<file path="config.mk">
export PLATFORM = sky130hd
export DESIGN_NAME = alu_mdu
export DESIGN_NICKNAME = d
export VERILOG_FILES = /design/src/rtl/alu_pkg.sv /design/src/rtl/mdu_iter.sv /design/src/rtl/alu_mdu.sv
export SDC_FILE = /design/constraint.sdc
export NUM_CORES = 2
export LEC_CHECK = 0
export BUFFER_PORTS_ARGS = -buffer_cell sky130_fd_sc_hd__buf_4
export CAP_MARGIN = 10
export CORE_MARGIN = 2
export CORE_UTILIZATION = 40
export CTS_CLUSTER_SIZE = 12
export DETAILED_ROUTE_END_ITERATION = 8
export GPL_ROUTABILITY_DRIVEN = 0
export HOLD_SLACK_MARGIN = 0.06
export PLACE_DENSITY_LB_ADDON = 0.08
export SYNTH_ARGS = -nofsm -noshare
export SYNTH_HDL_FRONTEND = slang
export SYNTH_SLANG_ARGS = --single-unit
</file>
<file path="constraint.sdc">
create_clock -name clk -period 5.1 [get_ports clk]
set_input_delay 1.02 -clock clk [delete_from_list [all_inputs] [get_ports clk]]
set_output_delay 1.02 -clock clk [all_outputs]
set_load 0.05 [all_outputs]
</file>
<file path="src/rtl/alu_pkg.sv">
// rtl/alu_pkg.sv - shared opcodes, FSM encoding and defaults for alu_mdu
//
// Purpose: opcode constants (ALU_ADD..ALU_MFLO), multiply/divide FSM state
// encoding and the default opcode width used by alu_mdu and its submodules.
package alu_pkg;

  localparam int ALU_SEL_WIDTH = 5;

  // Opcodes are kept as 32-bit constants; the top zero-extends op_sel to
  // 32 bits before decoding so SEL_WIDTH can change without touching these.
  localparam int unsigned ALU_ADD   = 32'd0;
  localparam int unsigned ALU_SUB   = 32'd1;
  localparam int unsigned ALU_AND   = 32'd2;
  localparam int unsigned ALU_OR    = 32'd3;
  localparam int unsigned ALU_SLT   = 32'd4;
  localparam int unsigned ALU_SGT   = 32'd5;
  localparam int unsigned ALU_NOR   = 32'd6;
  localparam int unsigned ALU_XOR   = 32'd7;
  localparam int unsigned ALU_SLL   = 32'd8;
  localparam int unsigned ALU_SRL   = 32'd9;
  localparam int unsigned ALU_SRA   = 32'd10;
  localparam int unsigned ALU_SLTU  = 32'd11;
  localparam int unsigned ALU_MULT  = 32'd12;
  localparam int unsigned ALU_MULTU = 32'd13;
  localparam int unsigned ALU_DIV   = 32'd14;
  localparam int unsigned ALU_DIVU  = 32'd15;
  localparam int unsigned ALU_MFHI  = 32'd16;
  localparam int unsigned ALU_MFLO  = 32'd17;

  typedef enum logic [1:0] {
    ST_IDLE = 2'd0,
    ST_MUL  = 2'd1,
    ST_DIV  = 2'd2,
    ST_DONE = 2'd3
  } mdu_state_t;

endpackage

</file>
<file path="src/rtl/mdu_iter.sv">
// rtl/mdu_iter.sv - iterative unsigned shift-add multiply / restoring divide
//
// Purpose: one radix-2 step per cycle on unsigned magnitudes; sign handling
// is left to the caller.
// Ports:
//   clk, rst      clock, synchronous active-high reset
//   load          capture a/b and clear accumulator and counter
//   step          perform one iteration
//   is_div        1 = restoring divide step, 0 = shift-add multiply step
//   a, b          multiplicand/multiplier or dividend/divisor magnitudes
//   acc           multiply: product high half; divide: remainder
//   mq            multiply: product low half;  divide: quotient
//   last          the current step is the final (DATA_WIDTH-th) one
module mdu_iter #(
  parameter int DATA_WIDTH = 32
) (
  input  logic                  clk,
  input  logic                  rst,
  input  logic                  load,
  input  logic                  step,
  input  logic                  is_div,
  input  logic [DATA_WIDTH-1:0] a,
  input  logic [DATA_WIDTH-1:0] b,
  output logic [DATA_WIDTH-1:0] acc,
  output logic [DATA_WIDTH-1:0] mq,
  output logic                  last
);

  logic [DATA_WIDTH-1:0] opb;
  logic [DATA_WIDTH-1:0] cnt;
  logic [DATA_WIDTH-1:0] addend;
  logic [DATA_WIDTH:0]   mul_sum;
  logic [DATA_WIDTH:0]   shifted;
  logic                  div_ge;
  logic [DATA_WIDTH-1:0] div_rem;

  assign last = (cnt == DATA_WIDTH'(DATA_WIDTH - 1));

  // Multiply: {acc,mq} shifts right one bit per step, adding the
  // multiplicand into the upper half when the multiplier LSB is set.
  assign addend  = mq[0] ? opb : '0;
  assign mul_sum = {1'b0, acc} + {1'b0, addend};

  // Divide: the remainder never reaches the divisor, so after subtracting
  // the true difference always fits in DATA_WIDTH bits.
  assign shifted = {acc, mq[DATA_WIDTH-1]};
  assign div_ge  = (shifted >= {1'b0, opb});
  assign div_rem = div_ge ? (shifted[DATA_WIDTH-1:0] - opb) : shifted[DATA_WIDTH-1:0];

  always_ff @(posedge clk) begin
    if (rst) begin
      acc <= '0;
      mq  <= '0;
      opb <= '0;
      cnt <= '0;
    end else if (load) begin
      acc <= '0;
      mq  <= a;
      opb <= b;
      cnt <= '0;
    end else if (step) begin
      cnt <= cnt + DATA_WIDTH'(1);
      if (is_div) begin
        acc <= div_rem;
        mq  <= {mq[DATA_WIDTH-2:0], div_ge};
      end else begin
        acc <= mul_sum[DATA_WIDTH:1];
        mq  <= {mul_sum[0], mq[DATA_WIDTH-1:1]};
      end
    end
  end

endmodule

</file>
<file path="src/rtl/alu_mdu.sv">
// rtl/alu_mdu.sv - EX-stage ALU with registered result and iterative MDU
//
// Purpose: single-cycle ALU ops registered into result/overflow/zero, plus
// multi-cycle multiply/divide writing HI/LO; busy stalls the pipeline.
// Ports:
//   clk, rst            clock, synchronous active-high reset
//   start, flush        request valid, abort in-flight multi-cycle op
//   op_sel              opcode (see alu_pkg)
//   operand1/operand2   A (rs) / B (rt)
//   shamt               shift amount applied to operand2
//   result, overflow,   registered result and flags
//   zero, out_valid     out_valid pulses one cycle per completed op
//   busy                multi-cycle op in progress
//   hi, lo              HI/LO registers
module alu_mdu
  import alu_pkg::*;
#(
  parameter int DATA_WIDTH  = 32,
  parameter int SEL_WIDTH   = ALU_SEL_WIDTH,
  parameter int SHAMT_WIDTH = $clog2(DATA_WIDTH)
) (
  input  logic                   clk,
  input  logic                   rst,
  input  logic                   start,
  input  logic                   flush,
  input  logic [SEL_WIDTH-1:0]   op_sel,
  input  logic [DATA_WIDTH-1:0]  operand1,
  input  logic [DATA_WIDTH-1:0]  operand2,
  input  logic [SHAMT_WIDTH-1:0] shamt,
  output logic [DATA_WIDTH-1:0]  result,
  output logic                   overflow,
  output logic                   zero,
  output logic                   out_valid,
  output logic                   busy,
  output logic [DATA_WIDTH-1:0]  hi,
  output logic [DATA_WIDTH-1:0]  lo
);

  localparam int W = DATA_WIDTH;

  mdu_state_t state, state_nx;

  logic [31:0]    opc;
  logic           accept;
  logic           is_mul;
  logic           is_divop;
  logic           op_signed;
  logic           a_neg;
  logic           b_neg;
  logic [W-1:0]   a_mag;
  logic [W-1:0]   b_mag;
  logic           load;
  logic           step;
  logic           last;
  logic [W-1:0]   iter_acc;
  logic [W-1:0]   iter_mq;

  // Captured at accept for the sign fix-up and divide-by-zero case at DONE.
  logic           div_op;
  logic           neg_main;
  logic           neg_rem;
  logic           div_zero;
  logic [W-1:0]   a_keep;

  logic [W-1:0]   sum;
  logic [W-1:0]   diff;
  logic [W-1:0]   alu_res;
  logic           alu_ovf;
  logic [2*W-1:0] prod_s;
  logic [W-1:0]   fin_hi;
  logic [W-1:0]   fin_lo;

  assign opc       = 32'(op_sel);
  assign is_mul    = (opc == ALU_MULT) || (opc == ALU_MULTU);
  assign is_divop  = (opc == ALU_DIV)  || (opc == ALU_DIVU);
  assign op_signed = (opc == ALU_MULT) || (opc == ALU_DIV);
  assign a_neg     = op_signed & operand1[W-1];
  assign b_neg     = op_signed & operand2[W-1];
  assign a_mag     = a_neg ? -operand1 : operand1;
  assign b_mag     = b_neg ? -operand2 : operand2;

  // flush wins over start, and nothing is accepted outside IDLE.
  assign accept = start && !flush && (state == ST_IDLE);

  // ---- FSM: state register ----
  always_ff @(posedge clk) begin
    if (rst) state <= ST_IDLE;
    else     state <= state_nx;
  end

  // ---- FSM: next state ----
  always_comb begin
    state_nx = state;
    case (state)
      ST_IDLE: begin
        if (accept && is_mul)        state_nx = ST_MUL;
        else if (accept && is_divop) state_nx = ST_DIV;
      end
      ST_MUL, ST_DIV: begin
        if (flush)     state_nx = ST_IDLE;
        else if (last) state_nx = ST_DONE;
      end
      default: state_nx = ST_IDLE;
    endcase
  end

  // ---- FSM: outputs ----
  always_comb begin
    busy = (state != ST_IDLE);
    load = accept && (is_mul || is_divop);
    step = ((state == ST_MUL) || (state == ST_DIV)) && !flush;
  end

  mdu_iter #(.DATA_WIDTH(W)) u_iter (
    .clk    (clk),
    .rst    (rst),
    .load   (load),
    .step   (step),
    .is_div (state == ST_DIV),
    .a      (a_mag),
    .b      (b_mag),
    .acc    (iter_acc),
    .mq     (iter_mq),
    .last   (last)
  );

  // ---- single-cycle datapath ----
  assign sum  = operand1 + operand2;
  assign diff = operand1 - operand2;

  always_comb begin
    alu_res = '0;
    alu_ovf = 1'b0;
    case (opc)
      ALU_ADD: begin
        alu_res = sum;
        alu_ovf = (operand1[W-1] == operand2[W-1]) && (sum[W-1] != operand1[W-1]);
      end
      ALU_SUB: begin
        alu_res = diff;
        alu_ovf = (operand1[W-1] != operand2[W-1]) && (diff[W-1] != operand1[W-1]);
      end
      ALU_AND:  alu_res = operand1 & operand2;
      ALU_OR:   alu_res = operand1 | operand2;
      ALU_SLT:  alu_res = {{(W-1){1'b0}}, ($signed(operand1) < $signed(operand2))};
      ALU_SGT:  alu_res = {{(W-1){1'b0}}, ($signed(operand1) > $signed(operand2))};
      ALU_NOR:  alu_res = ~(operand1 | operand2);
      ALU_XOR:  alu_res = operand1 ^ operand2;
      ALU_SLL:  alu_res = operand2 << shamt;
      ALU_SRL:  alu_res = operand2 >> shamt;
      ALU_SRA:  alu_res = $signed(operand2) >>> shamt;
      ALU_SLTU: alu_res = {{(W-1){1'b0}}, (operand1 < operand2)};
      ALU_MFHI: alu_res = hi;
      ALU_MFLO: alu_res = lo;
      default:  alu_res = '0;
    endcase
  end

  // ---- multi-cycle completion: sign fix-up of the magnitude results ----
  assign prod_s = neg_main ? -{iter_acc, iter_mq} : {iter_acc, iter_mq};

  always_comb begin
    fin_hi = prod_s[2*W-1:W];
    fin_lo = prod_s[W-1:0];
    if (div_op) begin
      if (div_zero) begin
        fin_hi = a_keep;
        fin_lo = '1;
      end else begin
        fin_hi = neg_rem  ? -iter_acc : iter_acc;
        fin_lo = neg_main ? -iter_mq  : iter_mq;
      end
    end
  end

  always_ff @(posedge clk) begin
    if (rst) begin
      div_op   <= 1'b0;
      neg_main <= 1'b0;
      neg_rem  <= 1'b0;
      div_zero <= 1'b0;
      a_keep   <= '0;
    end else if (load) begin
      div_op   <= is_divop;
      neg_main <= a_neg ^ b_neg;
      neg_rem  <= a_neg;
      div_zero <= (operand2 == '0);
      a_keep   <= operand1;
    end
  end

  always_ff @(posedge clk) begin
    if (rst) begin
      result    <= '0;
      overflow  <= 1'b0;
      zero      <= 1'b1;
      out_valid <= 1'b0;
      hi        <= '0;
      lo        <= '0;
    end else begin
      out_valid <= 1'b0;
      if (accept && !is_mul && !is_divop) begin
        result    <= alu_res;
        overflow  <= alu_ovf;
        zero      <= (alu_res == '0);
        out_valid <= 1'b1;
      end else if ((state == ST_DONE) && !flush) begin
        hi        <= fin_hi;
        lo        <= fin_lo;
        result    <= fin_lo;
        overflow  <= 1'b0;
        zero      <= (fin_lo == '0);
        out_valid <= 1'b1;
      end
    end
  end

endmodule

</file>
==> results by group <==
STA
  • Final hold vios: 0
  • Worst clock skew: 0.0270 ns
  • Endpoints failing setup: 0
  • Fin crit period: 4.97 ns
  • Worst Max-Slew Pin Slew: 1.38 ns
  • Worst hold margin: 0.455 ns
  • Worst setup slack after layout: 0.128 ns
  • Max Fclk: 201 MHz
  • Slew HR: 0.0739
  • Final period utilization: 0.975
  • Max-slew violations: 0
  • RSZ-0062 raised after global routing: no

Logic synthesis
  • Area leader, netlist: dfxtp_1
  • Synth Net Count: 4,254
  • Register bit total from synthesis: 265
  • Avg Cell Area, Syn: 7.33 um2
  • Sequential cell area fraction in the yosys report: 0.181
  • Yosys top cell area share: 0.181
  • Synth Warn #: 0
  • Mapped Area: 29,300 um2
  • Post-synth EDFFs: 0
  • Synth unique cells: 98
  • Most used DFF post-synth: dfxtp_1
  • Ranking of synthesized cells by area: dfxtp_1 (18%), ha_1 (7.3%), nor2_1 (6.0%)
  • Post-synth ARST share: 0
  • Cells after synthesis: 4,000

Worst setup path
  • Largest stage delay, worst path: 0.85 ns
  • Startpoint types: primary input
  • CP arrival: 5.46 ns
  • Cells along the critical path: buf_4, inv_1, ha_1, nor3_1, o21ai_0, a21oi_1, a211oi_1, o31ai_2, a31oi_1, xnor2_1, a221o_1, or4bb_1, nor4_1, buf_4, nand2_1, nand3_1
  • Crit-path most repeated cell: buf_4
  • Largest fanout on the critical path: 8
  • CP max stage cell: nor3_1
  • Crit Path Class: primary input to register
  • Crit end category: register
  • Critical Path RT: 5.59 ns

Place
  • Number of I/O port buffers: 177
  • HPWL after detailed placement: 120 mm
  • Cells after DPL: 5,074
  • Setup WS pre-CTS: -0.0711 ns

Floorplanning
  • Num ports: 178
  • Die area: 75,500 um2
  • Initial Utilization: 0.403
  • Die width: 275 um
  • Core area: 72,700 um2
  • Die Ht: 275 um
  • # rows: 99

GRT
  • GR peak layer: met2
  • Grt ovf: 0
  • Vias in the first global route: 30,800
  • M1 GR Usage: 0.514
  • First-pass GRT wire length: 216 mm
  • GR Util met3: 0.156
  • Antenna violations before repair: 12
  • Global-route met2 utilization: 0.546
  • Global Route Usage Sum: 0.390
  • Largest net degree at the start of global routing: 98

CTS
  • Setup bufs post-CTS: 0
  • PostCTS Resize Cnt: 0
  • Root buf cell: clkbuf_16
  • Clock latency on the worst-skew pair: 0.57 ns
  • Clock sinks: 265
  • CTS max path bufs: 3
  • CTS Buf Count: 35
  • H-tree depth: 2
  • Reg clk slew, reported paths: 0.06 ns
  • CTS tree: built
  • Hold_buf cts: 0

Run
  • Max cap viols: 0

Finish
  • Layout cell share with drive strength beyond 1: 0.160
  • Synth-to-Final Area Change: 15.3%
  • Final nets: 4,406
  • Non-filler cells, final: 5,135

Detailed routing
  • WL per Instance: 29.7 um
  • Post-Route WL: 153 mm
  • Initial DRC count: 5,546
  • 1st-pass router iterations: 9
  • DR vias: 34,200
  • Post-route ant nets: 0
  • # DRC: 14
  • Vias per cell: 6.65

Status
  • Status: complete, but fails checks
  • Failing checks: design-rule violations

Hold path
  • Hold WC Path Type: register to register

Pwr
  • Total Power: 0.00979 W
  • Max IR drop VDD: 0.470 mV
  • Pwr Density: 290 nW/um2
  • Leak Pwr: 13.1 nW
==> report_power, final <==
part	internal, W	total, W	switching [W]
Clock	0.00152	0.00256	0.00104
Sequential	0.00215	0.00230	0.000146
Combinational	0.00173	0.00493	0.00320
Total	0.00540	0.00979	0.00439
==> cells by family after synthesis <==
kind of cell,Yosys count,share of synthesized area
xor+xnor,202,0.0604
buf+inv,485,0.0668
mux,207,0.102
simple gates,1414,0.226
flops,265,0.181
fa+ha+maj,176,0.0762
compound gates,1251,0.287
==> layout by cell type (no fill, tap or decap), drive strengths merged, types with 35 or more instances in the layout <==
cell / netlist / routed
a211oi: 186 / 186
a21o: 52 / 52
a21oi: 309 / 309
a31oi: 51 / 51
buf: 71 / 444
clkbuf: 258 / 45
dfxtp: 265 / 265
ha: 172 / 172
inv: 153 / 155
mux2i: 113 / 113
mux4: 71 / 71
nand2: 409 / 409
nand2b: 46 / 46
nand3: 106 / 106
nand4: 50 / 50
nor2: 471 / 471
nor2b: 38 / 38
nor3: 81 / 81
nor4: 45 / 45
o211ai: 67 / 67
o21ai: 218 / 218
o31ai: 35 / 35
or3: 41 / 41
xnor2: 142 / 142
xor2: 60 / 60
==> routing by layer <==
layer,share of wire,vias up
met5,0.00064,-
met4,0.060,14
met3,0.14,510
met2,0.39,2335
met1,0.40,16200
li1,-,15100
==> cell usage after synthesis, types with 43 or more instances <==
cell type  count
a211oi_1     185
dfxtp_1      265
nor4_1        43
xor2_1        60
nor2_1       470
inv_1        152
a21oi_1      308
nand2b_1      46
mux4_2        71
nand3_1      106
ha_1         172
a21o_1        52
nand4_1       49
nor3_1        78
mux2i_1      113
xnor2_1      142
nand2_1      409
o211ai_1      67
a31oi_1       51
clkbuf_1     258
o21ai_0      197
==> flip-flops by register name (all words and copies together) (netlist names) <==
| name | flops |
|---|---|
| a_keep | 32 |
| div_op | 1 |
| div_zero | 1 |
| hi | 32 |
| lo | 32 |
| neg_main | 1 |
| neg_rem | 1 |
| out_valid | 1 |
| overflow | 1 |
| result | 32 |
| state | 2 |
| u_iter.acc | 32 |
| u_iter.cnt | 32 |
| u_iter.mq | 32 |
| u_iter.opb | 32 |
| zero | 1 |
==> cell type report <==
type                       instances  area (um2)
timing repair buffer             444        3390
fill                            7530       38900
sequential                       265        5310
antenna                            3        7.51
clock inverter                    13         175
clock buffer                      45         983
multi-input combinational       3250       22100
tap                              959        1200
inverter                         156         586
==> stage by stage <==
| step | instance area, um2 | util | TNS [ns] |
|---|---|---|---|
| global placement | 32600 | 0.449 | -0.0930 |
| finish | 33800 | 0.465 | 0 |
| floorplan | 29300 | - | 0 |
| CTS | 33800 | 0.464 | 0 |
| global route | 33800 | 0.465 | 0 |
| detailed placement | 32600 | 0.449 | -0.0711 |
==> critical path: cells and delay by family <==
kind / cells / cell delay (ns)
buf+inv: 3 / 0.64
compound gates: 6 / 1.37
fa+ha+maj: 1 / 0.48
xor+xnor: 1 / 0.18
simple gates: 5 / 1.76
==> final timing paths <==
kind	start	endpoint	slack, ns	cells after the start
worst max-delay path	operand2[13]	zero	0.13	16
worst min-delay path	a_keep[1]	a_keep[1]	0.46	2
worst max register to register	u_iter.mq[0]	u_iter.acc[30]	0.79	17
worst min register to register	a_keep[1]	a_keep[1]	0.46	2
(Power assumes the default switching activity.)
